--- config.mk ---
export PLATFORM = sky130hd
export DESIGN_NAME = soc_event_tx
export DESIGN_NICKNAME = d
export VERILOG_FILES = /design/src/rtl/soc_event_tx.sv
export SDC_FILE = /design/constraint.sdc
export NUM_CORES = 1
export LEC_CHECK = 0
export ABC_AREA = 1
export BUFFER_PORTS_ARGS = -buffer_cell sky130_fd_sc_hd__clkbuf_2
export CORE_ASPECT_RATIO = 0.75
export CORE_UTILIZATION = 35
export DETAILED_ROUTE_END_ITERATION = 10
export GPL_ROUTABILITY_DRIVEN = 0
export PLACE_DENSITY = 0.64
export SLEW_MARGIN = 15
export SYNTH_ARGS = -nofsm -noshare
export SYNTH_HDL_FRONTEND = slang
export SYNTH_SLANG_ARGS = --single-unit
--- constraint.sdc ---
create_clock -name clk_i -period 6.4 [get_ports clk_i]
set_clock_uncertainty 0.15 [all_clocks]
set_input_delay 1.92 -clock clk_i [delete_from_list [all_inputs] [get_ports clk_i]]
set_output_delay 1.92 -clock clk_i [all_outputs]
set_load 0.005 [all_outputs]
--- src/rtl/soc_event_tx.sv ---
// SoC-side event transmitter: latches event pulses as pending, picks one per cycle
// round-robin, queues its ID and drives a valid/ready channel. Macro SOC_EVT_TX_LOST_CNT_EN adds a lost-event counter.
module soc_event_tx #(
    parameter int unsigned NB_SRC     = 16,
    parameter int unsigned EVNT_WIDTH = 8,
    parameter int unsigned FIFO_DEPTH = 4,
    parameter int unsigned ID_BASE    = 0
) (
    input  logic                  clk_i,
    input  logic                  rst_i,
    input  logic [NB_SRC-1:0]     evt_i,
    output logic                  evt_valid_o,
    input  logic                  evt_ready_i,
    output logic [EVNT_WIDTH-1:0] evt_data_o,
    output logic [NB_SRC-1:0]     pending_o,
    output logic                  overflow_o,
    input  logic                  clr_overflow_i,
    output logic [7:0]            lost_cnt_o
);

    localparam int unsigned SW = (NB_SRC > 1) ? $clog2(NB_SRC) : 1;
    localparam int unsigned PW = (FIFO_DEPTH > 1) ? $clog2(FIFO_DEPTH) : 1;
    localparam int unsigned CW = PW + 1;

    logic [NB_SRC-1:0]     pending_q;
    logic [NB_SRC-1:0]     pending_d;
    logic [NB_SRC-1:0]     grant;
    logic [NB_SRC-1:0]     lost;
    logic [SW-1:0]         last_grant_q;
    logic [SW-1:0]         grant_idx;
    logic                  grant_vld;
    logic [EVNT_WIDTH-1:0] mem [FIFO_DEPTH];
    logic [PW-1:0]         wr_ptr;
    logic [PW-1:0]         rd_ptr;
    logic [CW-1:0]         count;
    logic                  full;
    logic                  push;
    logic                  pop;
    logic                  overflow_q;

    // Full is taken from the registered count only: no grant while full, no bypass.
    assign full = (count == CW'(FIFO_DEPTH));
    assign pop  = (count != '0) && evt_ready_i;
    assign push = grant_vld;

    // Round-robin search starting one past the last granted source.
    always_comb begin
        int unsigned idx;
        idx       = 0;
        grant_vld = 1'b0;
        grant_idx = last_grant_q;
        grant     = '0;
        if (!full) begin
            for (int unsigned i = 1; i <= NB_SRC; i++) begin
                idx = (32'(last_grant_q) + i) % NB_SRC;
                if (!grant_vld && pending_q[SW'(idx)]) begin
                    grant_vld = 1'b1;
                    grant_idx = SW'(idx);
                end
            end
        end
        if (grant_vld) begin
            grant[grant_idx] = 1'b1;
        end
    end

    // A pulse on a granted source re-arms its pending bit instead of being lost.
    assign pending_d = (pending_q & ~grant) | evt_i;
    assign lost      = evt_i & pending_q & ~grant;

    always_ff @(posedge clk_i or posedge rst_i) begin
        if (rst_i) begin
            pending_q    <= '0;
            last_grant_q <= SW'(NB_SRC - 1);
        end else begin
            pending_q <= pending_d;
            if (grant_vld) begin
                last_grant_q <= grant_idx;
            end
        end
    end

    always_ff @(posedge clk_i or posedge rst_i) begin
        if (rst_i) begin
            for (int unsigned i = 0; i < FIFO_DEPTH; i++) begin
                mem[PW'(i)] <= '0;
            end
            wr_ptr <= '0;
            rd_ptr <= '0;
            count  <= '0;
        end else begin
            if (push) begin
                mem[wr_ptr] <= EVNT_WIDTH'(ID_BASE + 32'(grant_idx));
                wr_ptr      <= wr_ptr + PW'(1);
            end
            if (pop) begin
                rd_ptr <= rd_ptr + PW'(1);
            end
            case ({push, pop})
                2'b10:   count <= count + CW'(1);
                2'b01:   count <= count - CW'(1);
                default: count <= count;
            endcase
        end
    end

    // Clear wins over a same-cycle loss.
    always_ff @(posedge clk_i or posedge rst_i) begin
        if (rst_i) begin
            overflow_q <= 1'b0;
        end else if (clr_overflow_i) begin
            overflow_q <= 1'b0;
        end else if (|lost) begin
            overflow_q <= 1'b1;
        end
    end

`ifdef SOC_EVT_TX_LOST_CNT_EN
    logic [7:0] lost_cnt_q;

    // One increment per cycle with any loss, saturating.
    always_ff @(posedge clk_i or posedge rst_i) begin
        if (rst_i) begin
            lost_cnt_q <= '0;
        end else if (clr_overflow_i) begin
            lost_cnt_q <= '0;
        end else if ((|lost) && (lost_cnt_q != 8'hFF)) begin
            lost_cnt_q <= lost_cnt_q + 8'd1;
        end
    end

    assign lost_cnt_o = lost_cnt_q;
`else
    assign lost_cnt_o = '0;
`endif

    assign evt_valid_o = (count != '0);
    assign evt_data_o  = mem[rd_ptr];
    assign pending_o   = pending_q;
    assign overflow_o  = overflow_q;

endmodule
==> results of run 1 <==
[how the worst min path moves through the flow]
stage                                endpoint  cells past startpoint
final                     mem[16]$_DFFE_PP0P_                      2
after global routing      mem[16]$_DFFE_PP0P_                      2
after CTS                 mem[16]$_DFFE_PP0P_                      2
after detailed placement  mem[16]$_DFFE_PP0P_                      2
after global placement    mem[19]$_DFFE_PP0P_                      2
after floorplan           mem[10]$_DFFE_PP0P_                      2
[cell families after synthesis]
group	Yosys count	share of synthesized area
and+or+nand+nor	373	0.4168
muxes	3	0.008078
buffers and inverters	111	0.1230
AOI/OAI and AO/OA	84	0.1176
DFF	44	0.2645
adders and majority gates	14	0.04369
xor gates and xnor gates	10	0.02544
other	1	0.0008968
[metrics by stage]
step	cells	hold slack [ns]
final	836	0.3374
after floorplan	651	0.2978
after global placement	829	0.3129
after global routing	836	0.3648
after detailed placement	829	0.3229
after CTS	836	0.3378
[metal layers]
layer / up-vias / wire [um] / share of wire / track usage
met5: - / 0 / 0 / 0
met4: 0 / 118 / 0.0099 / 0.02624
met3: 17 / 1104 / 0.093 / 0.03374
met2: 203 / 5003 / 0.42 / 0.2994
met1: 2013 / 5655 / 0.48 / 0.3086
li1: 2119 / - / - / -
[synthesized netlist by cell type (2+ instances only)]
| master | number |
|---|---|
| nand2_1 | 194 |
| nand3_1 | 104 |
| inv_1 | 75 |
| o21ai_0 | 44 |
| dfrtp_1 | 40 |
| nor2_1 | 26 |
| a21o_1 | 16 |
| nand4_1 | 16 |
| buf_4 | 15 |
| ha_1 | 13 |
| a21oi_1 | 12 |
| nand2_2 | 10 |
| inv_2 | 7 |
| xor2_1 | 7 |
| buf_2 | 5 |
| nand2_4 | 5 |
| buf_6 | 4 |
| dfstp_2 | 4 |
| nand3_2 | 4 |
| nor2_4 | 4 |
| mux2_2 | 3 |
| nor2_2 | 3 |
| o21ai_1 | 3 |
| a21oi_2 | 2 |
| clkbuf_1 | 2 |
| inv_4 | 2 |
| nor2_8 | 2 |
| nor3_1 | 2 |
| o211ai_1 | 2 |
| o22ai_1 | 2 |
| xnor2_1 | 2 |
[layout by cell type (no fill, tap or decap), types with 2 or more instances in the layout]
cell type	synthesis	layout
mux2_2	3	3
dfrtp_1	40	40
dfstp_2	4	4
xor2_1	7	7
nand2_1	194	194
inv_2	7	7
inv_4	2	2
nor2_4	4	4
nor2_2	3	3
nor3_1	2	2
o21ai_0	44	44
clkbuf_8	0	2
nor2_8	2	2
nand2_4	5	5
a21oi_1	12	12
nand3_2	4	4
nand3_1	104	104
conb_1	1	12
ha_1	13	13
o22ai_1	2	2
a21oi_2	2	2
inv_1	75	74
nand2_2	10	10
o211ai_1	2	2
a21o_1	16	16
nand4_1	16	16
clkbuf_16	0	5
clkbuf_2	0	41
clkinv_1	1	2
o21ai_1	3	3
nor2_1	26	26
xnor2_1	2	2
[registers in the layout, summed over array words and instances, names as in the netlist]
name and flops:
mem 16, pending_o 16, last_grant_q 4, count 3, rd_ptr 2, wr_ptr 2, overflow_o 1
[tightest hold or removal path, delay by kind of cell (launching register included)]
kind | cells | cell delay [ns]
flops | 1 | 0.35
compound gates | 1 | 0.06
simple gates | 1 | 0.05
[area by class of cell]
cell class                      instances  area (um2)
Inverter                               85       324.1
Timing Repair Buffer                   42       212.7
Multi-Input combinational cell        496        2603
Clock buffer                            7       152.6
Sequential cell                        44        1106
Fill cell                            1246        7013
Tap cell                              162       202.7
==> results.yml, run 1 <==
outcome:
  status: "finished, final reports clean"
timing:
  clock.fmax_mhz: 178.5
  tightestPinTransition_ns: 0.7792
  post-route-min-period_ns: 5.601
  tns_ns: 0
  fin_crit_sh: 0.8751
  setup_viol_count_final: 0
  finalHoldViolCount: 0
  rsz0062_at_grt: "no"
  max_slew_margin: 0.4751
  drv_slew: 0
  setup_slack_ns: 0.7991
worst_setup_path:
  crit_path_end: "overflow_o$_DFFE_PP0P_"
  path_max_fanout: 17
  start_kind: "register"
  worstSetupPathType: "register to register"
  critPathMaxStageDelay_ns: 0.75
  critPathRequiredTime_ns: 6.43
  path_buf_inv: 4
  critPathSlowestCell: "dfstp_2"
  regToRegStartpoint: "last_grant_q[1]$_DFFE_PP1P_"
  cpMostUsedCell: "nand2_1"
  cp_top_family: "simple AND/OR/NAND/NOR gates"
  r2r-end: "overflow_o$_DFFE_PP0P_"
  path_depth: 30
  ff2ff_setup_slack_ns: 0.80
  reg2regPathDepth: 30
  worst_ep_arrival_time_ns: 5.63
  cp-end-kind: "register"
  cp-startpoint: "last_grant_q[1]$_DFFE_PP1P_"
placement:
  placed_area_um2: 4448
  dp_hpwl_mm: 9.270
  io_buffers: 41
  post-place-ws_ns: 0.9144
synth:
  synth-edff-count: 0
  synthTopCellsByArea: "dfrtp_1 24%, nand2_1 17%, nand3_1 12%"
  synthFlopType: "dfrtp_1"
  syn_area_um2: 4182
  synth_top_area_cell: "dfrtp_1"
  ys_types: 41
  synth_top_area_frac: 0.2394
  synth_cells: 640
  avgSynthCellArea_um2: 6.534
  ys_seq_elements: 44
  yosysSeqAreaShare: 0.2645
  synthArstFlopShare: 1.000
  ys.warnings.count: 0
hold_path:
  min_from: "mem[16]$_DFFE_PP0P_"
  hold_path_class: "register to register"
route:
  ant_nets: 0
  route.detailed.drc: 0
  via_per_inst: 5.206
  wl_per_cell_um: 14.21
  dr_total_vias: 4352
  dr.pass1.iters: 5
  routed_wl_mm: 11.88
  drt_iter0_drc: 455
clocking:
  cts_tree: "built"
  cts_max_level: 2
  clock_tree.root_cell: "clkbuf_16"
  cts_max_path_buffers: 2
  clock-sinks: 44
  cts_made_buffers: 5
  clock_latency_ns: 0.29
  cts-resized-gates: 0
  cts.clk_slew.worst_paths_ns: 0.06
  cts_hold_buf: 0
  cts_setup_buffers: 0
finish:
  final_nets: 708
  n_antenna_cell: 0
  fin_area_um2: 4601
  post-route-util: 0.3961
  layout-drive-gt1-share: 0.1469
  area.growth.synth_to_final_pct: 10.02
grt:
  grt_pass1_vias: 3963
  grt_overflow_total: 0
  grt_pass1_wl_mm: 19.98
  grt_start_max_net_pins: 45
  antenna_found_initial: 0
  grt_usage: 0.2014
die:
  pin_count: 54
  die_area_um2: 12390
  fp.dieH_um: 96.66
  rows: 34
  start_util: 0.3601
  die_w_um: 128.2
  coreArea_um2: 11610
flow_run:
  maxCapViolations: 0
Power of run 1 is left out: the tool's default activity adds up to more than one toggle a clock period on the data nets, which glitch-free logic cannot reach.
==> run 2: changes to the inputs <==
- REMOVE_ABC_BUFFERS: unset -> 1
==> run 2 against run 1 <==
Against the previous run:
- critical endpoint is now count[2]$_DFFE_PP0P_
- first-iteration DRC count shrank 17%
- via count shrank 2.3%
- worst setup slack gained 0.031 ns
==> results.yml, run 2 (synthesized netlist as in run 1, its figures left out) <==
outcome:
  status: "finished, final reports clean"
worst_setup_path:
  start_kind: "register"
  cp_top_family: "simple AND/OR/NAND/NOR gates"
  path_max_fanout: 17
  worstSetupPathType: "register to register"
  critPathSlowestCell: "dfstp_2"
  cp-end-kind: "register"
  critPathMaxStageDelay_ns: 0.75
  path_buf_inv: 4
  worst_ep_arrival_time_ns: 5.58
  critPathRequiredTime_ns: 6.42
timing:
  drv_slew: 0
  fin_crit_sh: 0.8702
  whs_ns: 0.3398
  tightestPinTransition_ns: 0.6789
  setup_viol_count_final: 0
  finalHoldViolCount: 0
  post-route-min-period_ns: 5.569
  clock.fmax_mhz: 179.6
  tns_ns: 0
  rsz0062_at_grt: "no"
  max_slew_margin: 0.5427
finish:
  area.growth.synth_to_final_pct: 10.47
  layout-drive-gt1-share: 0.1481
  final_common_cell: "nand2_1"
  final_cell_mix: "194 x nand2_1, 104 x nand3_1, 74 x inv_1"
  fillers: 1221
  n_antenna_cell: 0
  post-route-util: 0.3978
  final_nets: 708
route:
  dr_total_vias: 4253
  dr.pass1.iters: 5
  drt_iter0_drc: 378
  wl_per_cell_um: 14.08
  routed_wl_mm: 11.79
  route.detailed.drc: 0
  ant_nets: 0
  via_per_inst: 5.081
die:
  pin_count: 54
  start_util: 0.3601
  rows: 34
  die_w_um: 128.2
  coreArea_um2: 11610
  fp.dieH_um: 96.66
  die_area_um2: 12390
clocking:
  cts_tree: "built"
  cts_max_level: 2
  clock_tree.root_cell: "clkbuf_16"
  clock_latency_ns: 0.29
  cts-resized-gates: 0
  clock-sinks: 44
  cts_hold_buf: 0
  cts_setup_buffers: 0
  cts_made_buffers: 5
  cts.clk_slew.worst_paths_ns: 0.07
  cts_max_path_buffers: 2
grt:
  grt_pass1_vias: 3907
  grt_overflow_total: 0
  grt_usage: 0.2005
  antenna_found_initial: 0
  grt_start_max_net_pins: 45
  grt_pass1_wl_mm: 19.80
flow_run:
  maxCapViolations: 0
hold_path:
  hold_path_class: "register to register"
placement:
  io_buffers: 41
  dp_hpwl_mm: 9.274
-- run 2: layer usage --
layer  wire length, um  vias up  track usage
li1                  -     2122            -
met1              5746     1914       0.3107
met2              4639      192       0.2782
met3              1149       25      0.04093
met4               250        0      0.04887
met5                 0        -            0
-- run 2: worst paths after layout --
kind / slack (ns) / from / cells after the start / to
worst max-delay path: 0.83 / last_grant_q[1]$_DFFE_PP1P_ / 27 / count[2]$_DFFE_PP0P_
min in group asynchronous: 1.58 / rst_i / 3 / pending_o[5]$_DFF_PP0_
max in group asynchronous: 4.12 / rst_i / 3 / last_grant_q[2]$_DFFE_PP1P_
worst max register to register: 0.83 / last_grant_q[1]$_DFFE_PP1P_ / 27 / count[2]$_DFFE_PP0P_
worst min-delay path: 0.34 / mem[19]$_DFFE_PP0P_ / 2 / mem[19]$_DFFE_PP0P_
worst min register to register: 0.34 / mem[19]$_DFFE_PP0P_ / 2 / mem[19]$_DFFE_PP0P_
-- run 2: layout make-up --
class | instances | area [um2] | area share
Clock inverter | 3 | 46.29 | 0.01002
Sequential cell | 44 | 1106 | 0.2394
Timing Repair Buffer | 42 | 212.7 | 0.04605
Clock buffer | 5 | 125.1 | 0.02709
Tap cell | 162 | 202.7 | 0.04388
Inverter | 85 | 324.1 | 0.07015
Multi-Input combinational cell | 496 | 2603 | 0.5634
-- run 2: worst min-delay path: cells and delay by family (launching register included) --
| family | cells | cell delay (ns) |
|---|---|---|
| AO/OA/AOI/OAI | 1 | 0.06 |
| AND/OR/NAND/NOR | 1 | 0.05 |
| flip-flops | 1 | 0.34 |
-- run 2: metrics by stage --
stage / cells / area, um2 / setup slack, ns
after floorplan: 625 / 4033 / 1.692
after global placement: 829 / 4448 / 1.107
after detailed placement: 829 / 4448 / 0.9148
after CTS: 837 / 4619 / 0.8886
after global routing: 837 / 4619 / 0.2967
final: 837 / 4619 / 0.8306
Power of run 2 is left out for the same reason.
==> run 3: changes to the inputs <==
- CELL_PAD_IN_SITES_DETAIL_PLACEMENT: unset -> 0
- CELL_PAD_IN_SITES_GLOBAL_PLACEMENT: unset -> 1
- PLACE_DENSITY: 0.64 -> 0.81
- REMOVE_ABC_BUFFERS: 1 -> unset
==> run 3 against run 2 <==
Against the previous run:
- sequential share of layout area increased by 0.11 points
- utilization decreased by 0.18 points
- sequential cell count unchanged
- die area unchanged
- non-clock buffer count unchanged
- critical path depth unchanged
- clock-buffer cell count increased by 2
- fmax decreased by 1.3%
- cell area decreased by 0.46%
- worst hold slack got worse by 0.0036 ns
==> results.yml, run 3 (synthesized netlist as in run 1, its figures left out) <==
placement:
  post-place-ws_ns: 0.8373
  dp_hpwl_mm: 9.726
  placed_area_um2: 4448
  io_buffers: 41
route:
  routed_wl_mm: 12.32
  route.detailed.drc: 0
  dr_total_vias: 4261
  ant_nets: 0
  wl_per_cell_um: 14.72
  drt_iter0_drc: 435
  via_per_inst: 5.091
  dr.pass1.iters: 7
timing:
  fin_crit_sh: 0.8817
  finalHoldViolCount: 0
  tns_ns: 0
  post-route-min-period_ns: 5.643
  max_slew_margin: 0.5336
  setup_viol_count_final: 0
  tightestPinTransition_ns: 0.6923
  setup_slack_ns: 0.7570
  clock.fmax_mhz: 177.2
  drv_slew: 0
  rsz0062_at_grt: "no"
worst_setup_path:
  worstSetupPathType: "register to register"
  cp-startpoint: "last_grant_q[1]$_DFFE_PP1P_"
  cp-end-kind: "register"
  worst_ep_arrival_time_ns: 5.66
  r2r-end: "count[2]$_DFFE_PP0P_"
  regToRegStartpoint: "last_grant_q[1]$_DFFE_PP1P_"
  start_kind: "register"
  reg2regPathDepth: 27
  path_max_fanout: 17
  critPathRequiredTime_ns: 6.41
  ff2ff_setup_slack_ns: 0.76
die:
  rows: 34
  die_w_um: 128.2
  pin_count: 54
  start_util: 0.3601
  die_area_um2: 12390
  fp.dieH_um: 96.66
  coreArea_um2: 11610
clocking:
  clock_tree.root_cell: "clkbuf_16"
  cts_max_level: 2
  cts_tree: "built"
  cts_made_buffers: 5
  clock_latency_ns: 0.29
  cts_hold_buf: 0
  cts.clk_slew.worst_paths_ns: 0.06
  cts_setup_buffers: 0
  cts_max_path_buffers: 2
  clock-sinks: 44
  cts-resized-gates: 0
finish:
  post-route-util: 0.3959
  fin_area_um2: 4598
  multiInputGateArea_um2: 2603
  n_antenna_cell: 0
  layout-drive-gt1-share: 0.1467
  fillers: 1258
  seq_area_um2: 1106
  final_nets: 708
  final_cell_mix: "194 x nand2_1, 104 x nand3_1, 74 x inv_1"
  area.growth.synth_to_final_pct: 9.964
  final_common_cell: "nand2_1"
grt:
  grt_usage: 0.2103
  grt_pass1_vias: 4032
  antenna_found_initial: 0
  grt_pass1_wl_mm: 20.67
  grt_overflow_total: 0
  grt_start_max_net_pins: 45
hold_path:
  hold_path_depth: 2
  hold_path_end: "mem[2]$_DFFE_PP0P_"
  min_from: "mem[2]$_DFFE_PP0P_"
  hold_path_class: "register to register"
flow_run:
  maxCapViolations: 0
outcome:
  status: "finished, final reports clean"
run 3: cell types whose count changed in the layout (fill, tap and decap cells not counted):
| cell | delta |
|---|---|
| clkbuf_1 | +1 |
| bufinv_16 | -1 |
| clkbuf_8 | +1 |
| inv_6 | -1 |
run 3: stage by stage:
stage          instances  hold slack [ns]
2_1_floorplan        651           0.2978
3_3_place_gp         829           0.3112
3_5_place_dp         829           0.3195
4_1_cts              837           0.3355
5_1_grt              837           0.3683
6_report             837           0.3362
run 3: how the worst max path moves through the flow:
stage | endpoint | cells past startpoint
final | count[2]$_DFFE_PP0P_ | 27
after global placement | count[2]$_DFFE_PP0P_ | 27
after CTS | count[2]$_DFFE_PP0P_ | 27
after floorplan | count[2]$_DFFE_PP0P_ | 29
after detailed placement | count[2]$_DFFE_PP0P_ | 27
after global routing | count[2]$_DFFE_PP0P_ | 27
run 3: worst max-delay path: stages (launching register included):
cell and delay, ns:
dfstp_2 0.75, inv_1 0.36, ha_1 0.57, inv_1 0.37, nand3_1 0.16, nand3_1 0.10
nand2_1 0.09, nand2_2 0.10, nand2_4 0.10, nor2_8 0.18, nand3_2 0.09, nor2_2 0.11
nand2_1 0.09, nor2_4 0.13, nand2_2 0.10, nor2_4 0.14, nand2_2 0.08, nor2_4 0.14
nand3_2 0.09, inv_2 0.09, nand4_1 0.08, nand2_1 0.33, ha_1 0.21, inv_1 0.07
fa_1 0.38, a21oi_1 0.16, o21ai_0 0.13, xor2_1 0.16
run 3: final cells by class:
type / instances / area share
flip-flops and latches: 44 / 0.2405
inverters: 85 / 0.07048
well taps: 162 / 0.04408
multi-input cells: 496 / 0.5660
repair buffers: 42 / 0.04626
clock buffers: 7 / 0.03102
clock inverters: 1 / 0.001633
run 3: per-layer routing:
| metal | share of wire | track usage |
|---|---|---|
| met1 | 0.52 | 0.3232 |
| met2 | 0.40 | 0.3006 |
| met3 | 0.071 | 0.05033 |
| met4 | 0.0091 | 0.02624 |
| met5 | 0 | 0 |
Power of run 3 is left out for the same reason.
